$ cat src/rtl/mdu_unit.sv
// EX-stage multiply/divide unit that owns the HI/LO registers.
// Optional MADD/MADDU accumulate ops are built only when MDU_MADD_EN is defined.
module mdu_unit #(
  parameter int MUL_CYCLES = 4,
  parameter int DIV_CYCLES = 32
) (
  input  logic        clk,
  input  logic        rstn,
  input  logic        start,
  input  logic [2:0]  op,
  input  logic [31:0] A,
  input  logic [31:0] B,
  input  logic        flush,
  input  logic        hi_we,
  input  logic        lo_we,
  input  logic [31:0] wdata,
  output logic        busy,
  output logic        done,
  output logic [31:0] hi,
  output logic [31:0] lo
);

  typedef enum logic [1:0] {IDLE, MUL, DIV} state_t;

  localparam logic [5:0] MUL_LAST = 6'(MUL_CYCLES - 1);
  localparam logic [5:0] DIV_LAST = 6'(DIV_CYCLES - 1);

  state_t      state_q, state_d;
  logic [5:0]  cnt_q, cnt_d;
  logic        sgn_q, sgn_d;
  logic [31:0] a_q, a_d, b_q, b_d;
  logic [31:0] rem_q, rem_d, quo_q, quo_d, dvs_q, dvs_d;
  logic [31:0] hi_q, hi_d, lo_q, lo_d;
  logic        busy_q, busy_d, done_q, done_d;
`ifdef MDU_MADD_EN
  logic        madd_q, madd_d;
`endif

  logic        op_ok, in_sgn, mul_last, q_bit;
  logic [63:0] mul_a, mul_b, product;
  logic [32:0] rem_shift, diff;
  logic [31:0] new_rem, new_quo, quo_fix, rem_fix;

  always_comb begin
    in_sgn = ~op[0];
`ifdef MDU_MADD_EN
    op_ok = ~(op[2] & op[1]);
`else
    op_ok = ~op[2];
`endif
    mul_a   = sgn_q ? {{32{a_q[31]}}, a_q} : {32'b0, a_q};
    mul_b   = sgn_q ? {{32{b_q[31]}}, b_q} : {32'b0, b_q};
    product = mul_a * mul_b;

    // One restoring step: divide magnitudes, signs are applied on the last step.
    rem_shift = {rem_q, quo_q[31]};
    diff      = rem_shift - {1'b0, dvs_q};
    q_bit     = ~diff[32];
    new_rem   = q_bit ? diff[31:0] : rem_shift[31:0];
    new_quo   = {quo_q[30:0], q_bit};
    quo_fix   = (sgn_q & (a_q[31] ^ b_q[31])) ? -new_quo : new_quo;
    rem_fix   = (sgn_q & a_q[31]) ? -new_rem : new_rem;

`ifdef MDU_MADD_EN
    mul_last = (cnt_q == (madd_q ? MUL_LAST + 6'd1 : MUL_LAST));
`else
    mul_last = (cnt_q == MUL_LAST);
`endif
  end

  always_comb begin
    state_d = state_q;
    cnt_d   = cnt_q;
    sgn_d   = sgn_q;
    a_d     = a_q;
    b_d     = b_q;
    rem_d   = rem_q;
    quo_d   = quo_q;
    dvs_d   = dvs_q;
    hi_d    = hi_q;
    lo_d    = lo_q;
    busy_d  = busy_q;
    done_d  = 1'b0;
`ifdef MDU_MADD_EN
    madd_d  = madd_q;
`endif

    case (state_q)
      IDLE: begin
        if (start && !flush && op_ok) begin
          state_d = op[1] ? DIV : MUL;
          cnt_d   = 6'd0;
          sgn_d   = in_sgn;
          a_d     = A;
          b_d     = B;
          rem_d   = 32'd0;
          quo_d   = (in_sgn & A[31]) ? -A : A;
          dvs_d   = (in_sgn & B[31]) ? -B : B;
          busy_d  = 1'b1;
`ifdef MDU_MADD_EN
          madd_d  = op[2];
`endif
        end else begin
          if (hi_we) hi_d = wdata;
          if (lo_we) lo_d = wdata;
        end
      end
      MUL: begin
        // The completion edge retires the op even if a flush arrives with it.
        if (mul_last) begin
          {hi_d, lo_d} = product;
`ifdef MDU_MADD_EN
          if (madd_q) {hi_d, lo_d} = {hi_q, lo_q} + product;
`endif
          state_d = IDLE;
          cnt_d   = 6'd0;
          busy_d  = 1'b0;
          done_d  = 1'b1;
        end else if (flush) begin
          state_d = IDLE;
          cnt_d   = 6'd0;
          busy_d  = 1'b0;
        end else begin
          cnt_d = cnt_q + 6'd1;
        end
      end
      DIV: begin
        if (cnt_q == DIV_LAST) begin
          if (b_q == 32'd0) begin
            hi_d = a_q;
            lo_d = '1;
          end else begin
            hi_d = rem_fix;
            lo_d = quo_fix;
          end
          state_d = IDLE;
          cnt_d   = 6'd0;
          busy_d  = 1'b0;
          done_d  = 1'b1;
        end else if (flush) begin
          state_d = IDLE;
          cnt_d   = 6'd0;
          busy_d  = 1'b0;
        end else begin
          rem_d = new_rem;
          quo_d = new_quo;
          cnt_d = cnt_q + 6'd1;
        end
      end
      default: begin
        state_d = IDLE;
        cnt_d   = 6'd0;
        busy_d  = 1'b0;
      end
    endcase
  end

  always_ff @(posedge clk or negedge rstn) begin
    if (!rstn) begin
      state_q <= IDLE;
      cnt_q   <= 6'd0;
      sgn_q   <= 1'b0;
      a_q     <= 32'd0;
      b_q     <= 32'd0;
      rem_q   <= 32'd0;
      quo_q   <= 32'd0;
      dvs_q   <= 32'd0;
      hi_q    <= 32'd0;
      lo_q    <= 32'd0;
      busy_q  <= 1'b0;
      done_q  <= 1'b0;
`ifdef MDU_MADD_EN
      madd_q  <= 1'b0;
`endif
    end else begin
      state_q <= state_d;
      cnt_q   <= cnt_d;
      sgn_q   <= sgn_d;
      a_q     <= a_d;
      b_q     <= b_d;
      rem_q   <= rem_d;
      quo_q   <= quo_d;
      dvs_q   <= dvs_d;
      hi_q    <= hi_d;
      lo_q    <= lo_d;
      busy_q  <= busy_d;
      done_q  <= done_d;
`ifdef MDU_MADD_EN
      madd_q  <= madd_d;
`endif
    end
  end

  assign busy = busy_q;
  assign done = done_q;
  assign hi   = hi_q;
  assign lo   = lo_q;

endmodule

$ cat config.mk
export PLATFORM = sky130hd
export DESIGN_NAME = mdu_unit
export DESIGN_NICKNAME = d
export VERILOG_FILES = /design/src/rtl/mdu_unit.sv
export SDC_FILE = /design/constraint.sdc
export NUM_CORES = 2
export LEC_CHECK = 0
export BUFFER_PORTS_ARGS = -buffer_cell sky130_fd_sc_hd__buf_2
export CORE_MARGIN = 4
export CORE_UTILIZATION = 33
export CTS_BUF_LIST = sky130_fd_sc_hd__clkbuf_16
export CTS_CLUSTER_SIZE = 12
export DETAILED_ROUTE_END_ITERATION = 10
export GPL_TIMING_DRIVEN = 0
export PLACE_DENSITY = 0.59
export SYNTH_ARGS = -nofsm -noshare
export SYNTH_HDL_FRONTEND = slang
export SYNTH_SLANG_ARGS = --single-unit
$ cat constraint.sdc
create_clock -name clk -period 13.22 [get_ports clk]
set_input_delay 2.644 -clock clk [delete_from_list [all_inputs] [get_ports clk]]
set_output_delay 2.644 -clock clk [all_outputs]
set_load 0.05 [all_outputs]
==> out/summary.json <==
{
  "largest_net_degree_at_the_start_of_global_routing": 96,
  "synth_area_leader_cell": "fa_1",
  "layout_min_cycle_time_ps": 13070,
  "design.die.area_sq_um": 199000,
  "synth_top_area_frac": 0.449,
  "routabilityCongestion": 1.01,
  "post_syn_area_per_cell_sq_um": 8.96,
  "maxSlewHeadroom": -0.0662,
  "post-dp-hpwl_um": 240000,
  "average_vias_per_placed_instance": 5.34,
  "die_height_um": 446,
  "synth_async_sr_flop_share": 1.00,
  "ant_nets": 0,
  "count_leader_synth": "inv_1",
  "worst_path_required_ps": 13730,
  "fill_cells": 19900,
  "grt.overflow.total": 0,
  "netlist_top_cells_count": "inv_1 (1,596), fa_1 (1,420), nand2_1 (948), and2_1 (579), ha_1 (351)",
  "wirelength_um": 286000,
  "area.growth.synth_to_final_pct": 8.20,
  "detailedRoute.firstPassIterationCount": 7,
  "synth.area.top_cells": "fa_1 (45%), inv_1 (9.5%), dfrtp_1 (9.2%)",
  "core_sq_um": 191000,
  "final.period_utilization": 0.988,
  "worstSetupPathType": "register to register",
  "timing.critical_path.max_delay_family": "adder cells",
  "max_transition_viols_final": 54,
  "clock_latency_ps": 580,
  "cts.root.buffer_cell": "clkbuf_16",
  "run_status": "finished with violations",
  "postSynthCellCount": 7072,
  "initial_utilization": 0.332,
  "sort_of_element_at_the_end_of_the_critical_path": "register",
  "path_common_cell": "fa_1",
  "timing.hold.ws_ps": 482,
  "ctsLongestPathBuffers": 3,
  "htree_num_levels": 1,
  "post-route-util": 0.360,
  "final_layout_size_suffix_gt1_frac": 0.0386,
  "antenna_violations_before_repair": 48,
  "floorplan.die.width_um": 446,
  "fin_worst_skew_ps": 14.7,
  "fin_nets": 9156,
  "worst_ep_arrival_time_ps": 13570,
  "count_of_flip_flops_with_a_built_in_enable_after_synthesis": 0,
  "maxClockFrequency_mhz": 76.5,
  "ys_types": 81,
  "holdCritPathClass": "register to register",
  "hold_violations": 0,
  "cp.buffers_inverters": 10,
  "yosys_warnings": 0,
  "grt_first_pass_wirelength_um": 407000,
  "max_stage_delay_ps": 1150,
  "route.vias.total": 52600,
  "critical-path-slowest-cell": "clkbuf_1",
  "syn_area_sq_um": 63400,
  "drt_drc_violations_left": 0,
  "wl_per_cell_um": 29.0,
  "hold_buffers": 0,
  "rsz0062_at_grt": "no",
  "via_count_of_the_first_global_routing_pass": 55200,
  "rows": 160,
  "timing_worst_slew_pin_value_ps": 1600,
  "setup.worst_path.start_class": "register",
  "share_of_synthesized_area_occupied_by_flip_flops_and_latches": 0.0924,
  "dominantRegCellSynth": "dfrtp_1",
  "cts.clk_slew.worst_paths_ps": 60,
  "crit_path_max_fanout": 10,
  "postCtsSetupBuffers": 0,
  "drt_first_iter_violations": 5846,
  "num_io_pins": 171,
  "cts-buffers-inserted": 28,
  "postSynthNetCount": 8948,
  "failed_checks": "max-capacitance violations, max-slew violations",
  "numPortBuffers": 170,
  "final_layout_setup_total_negative_slack_ps": 0,
  "cts_tree": "built",
  "numClockSinks": 234,
  "groute.usage.overall": 0.288,
  "cap_viol_max_count": 6,
  "ys_seq_elements": 234,
  "finalSetupViolations": 0
}
-- worst min-delay path, delay by kind of cell (launching register included) --
kind	cells	cell delay (ps)
AOI/OAI and AO/OA	1	60
DFF	1	340
and+or+nand+nor	1	50
-- cell type report --
| cell class | instances | area [sq um] | share of cell area |
|---|---|---|---|
| inverters | 1597 | 5990 | 0.0874 |
| diodes | 30 | 75.1 | 0.00110 |
| clock buffers | 29 | 726 | 0.0106 |
| plain buffers | 377 | 1460 | 0.0213 |
| flip-flops and latches | 234 | 5860 | 0.0854 |
| clock inverters | 21 | 173 | 0.00252 |
| repair buffers | 178 | 1050 | 0.0153 |
| well taps | 2511 | 3140 | 0.0458 |
| multi-input cells | 4864 | 50100 | 0.731 |
-- routing by layer --
layer / share of wire / vias up / global-route usage
li1: - / 21700 / -
met1: 0.39 / 27200 / 0.376
met2: 0.43 / 2924 / 0.433
met3: 0.094 / 720 / 0.0602
met4: 0.083 / 12 / 0.187
met5: 0.00032 / - / 0
-- timing repair --
| item | CTS | global route |
|---|---|---|
| endpoints found under the setup margin | 3 | 1 |
| resized for setup | 4 | 3 |
| pin swaps | 0 | 0 |
-- cells by family after synthesis --
logic type | count (synthesis) | synth area share
compound gates | 812 | 0.0802
xor+xnor | 251 | 0.0347
fa+ha+maj | 1774 | 0.518
buf+inv | 1974 | 0.117
flops | 234 | 0.0924
mux | 35 | 0.00569
simple gates | 1992 | 0.151
-- cell usage in the layout (no fill, tap or decap), types with 10 or more instances in the layout --
cell,n
and3_1,32
nor2b_1,18
clkbuf_16,30
nand2b_1,22
a21o_1,66
clkbuf_1,333
xnor2_1,162
inv_1,1603
o21ai_0,240
a221oi_1,33
a41oi_1,10
a211oi_1,15
nand2_1,947
or4_1,15
clkbuf_2,15
ha_1,351
diode_2,30
and2_1,579
buf_2,176
nand4_1,17
nand3_1,41
o211ai_1,15
fa_1,1420
xor2_1,89
nor2_1,198
a21oi_1,232
o21a_1,15
or3_1,19
buf_1,19
mux2i_1,27
o31ai_1,45
o21bai_1,18
nor4_1,27
a31oi_1,28
dfrtp_1,234
nor3_1,37
-- flip-flops by register name, indices dropped and copies added (netlist names) --
signal / count
a_q: 32
b_q: 32
hi: 32
lo: 32
quo_q: 32
rem_q: 32
dvs_q: 31
cnt_q: 6
state_q: 2
busy: 1
done: 1
sgn_q: 1
-- stage by stage --
stage / std cells / worst slack (ps) / area (sq um)
final: 9841 / 155 / 68600
after CTS: 9807 / 294 / 68400
after detailed placement: 9757 / -433 / 67500
after global routing: 9816 / 42.4 / 68500
after floorplan: 7072 / 3570 / 63400
after global placement: 9753 / -350 / 67300
-- worst paths after layout --
kind | to | slack (ps) | cells after the start | from
max reg2reg | hi[27] | 150 | 29 | sgn_q
min | lo[27] | 480 | 2 | lo[27]
max | hi[27] | 150 | 29 | sgn_q
max in group asynchronous | b_q[7] | 10350 | 2 | rstn
min reg2reg | lo[27] | 480 | 2 | lo[27]
min in group asynchronous | state_q[1] | 1980 | 1 | rstn
Power is not shown: default switching activity piles up to over one toggle a cycle in this logic, so the estimate is an artifact.
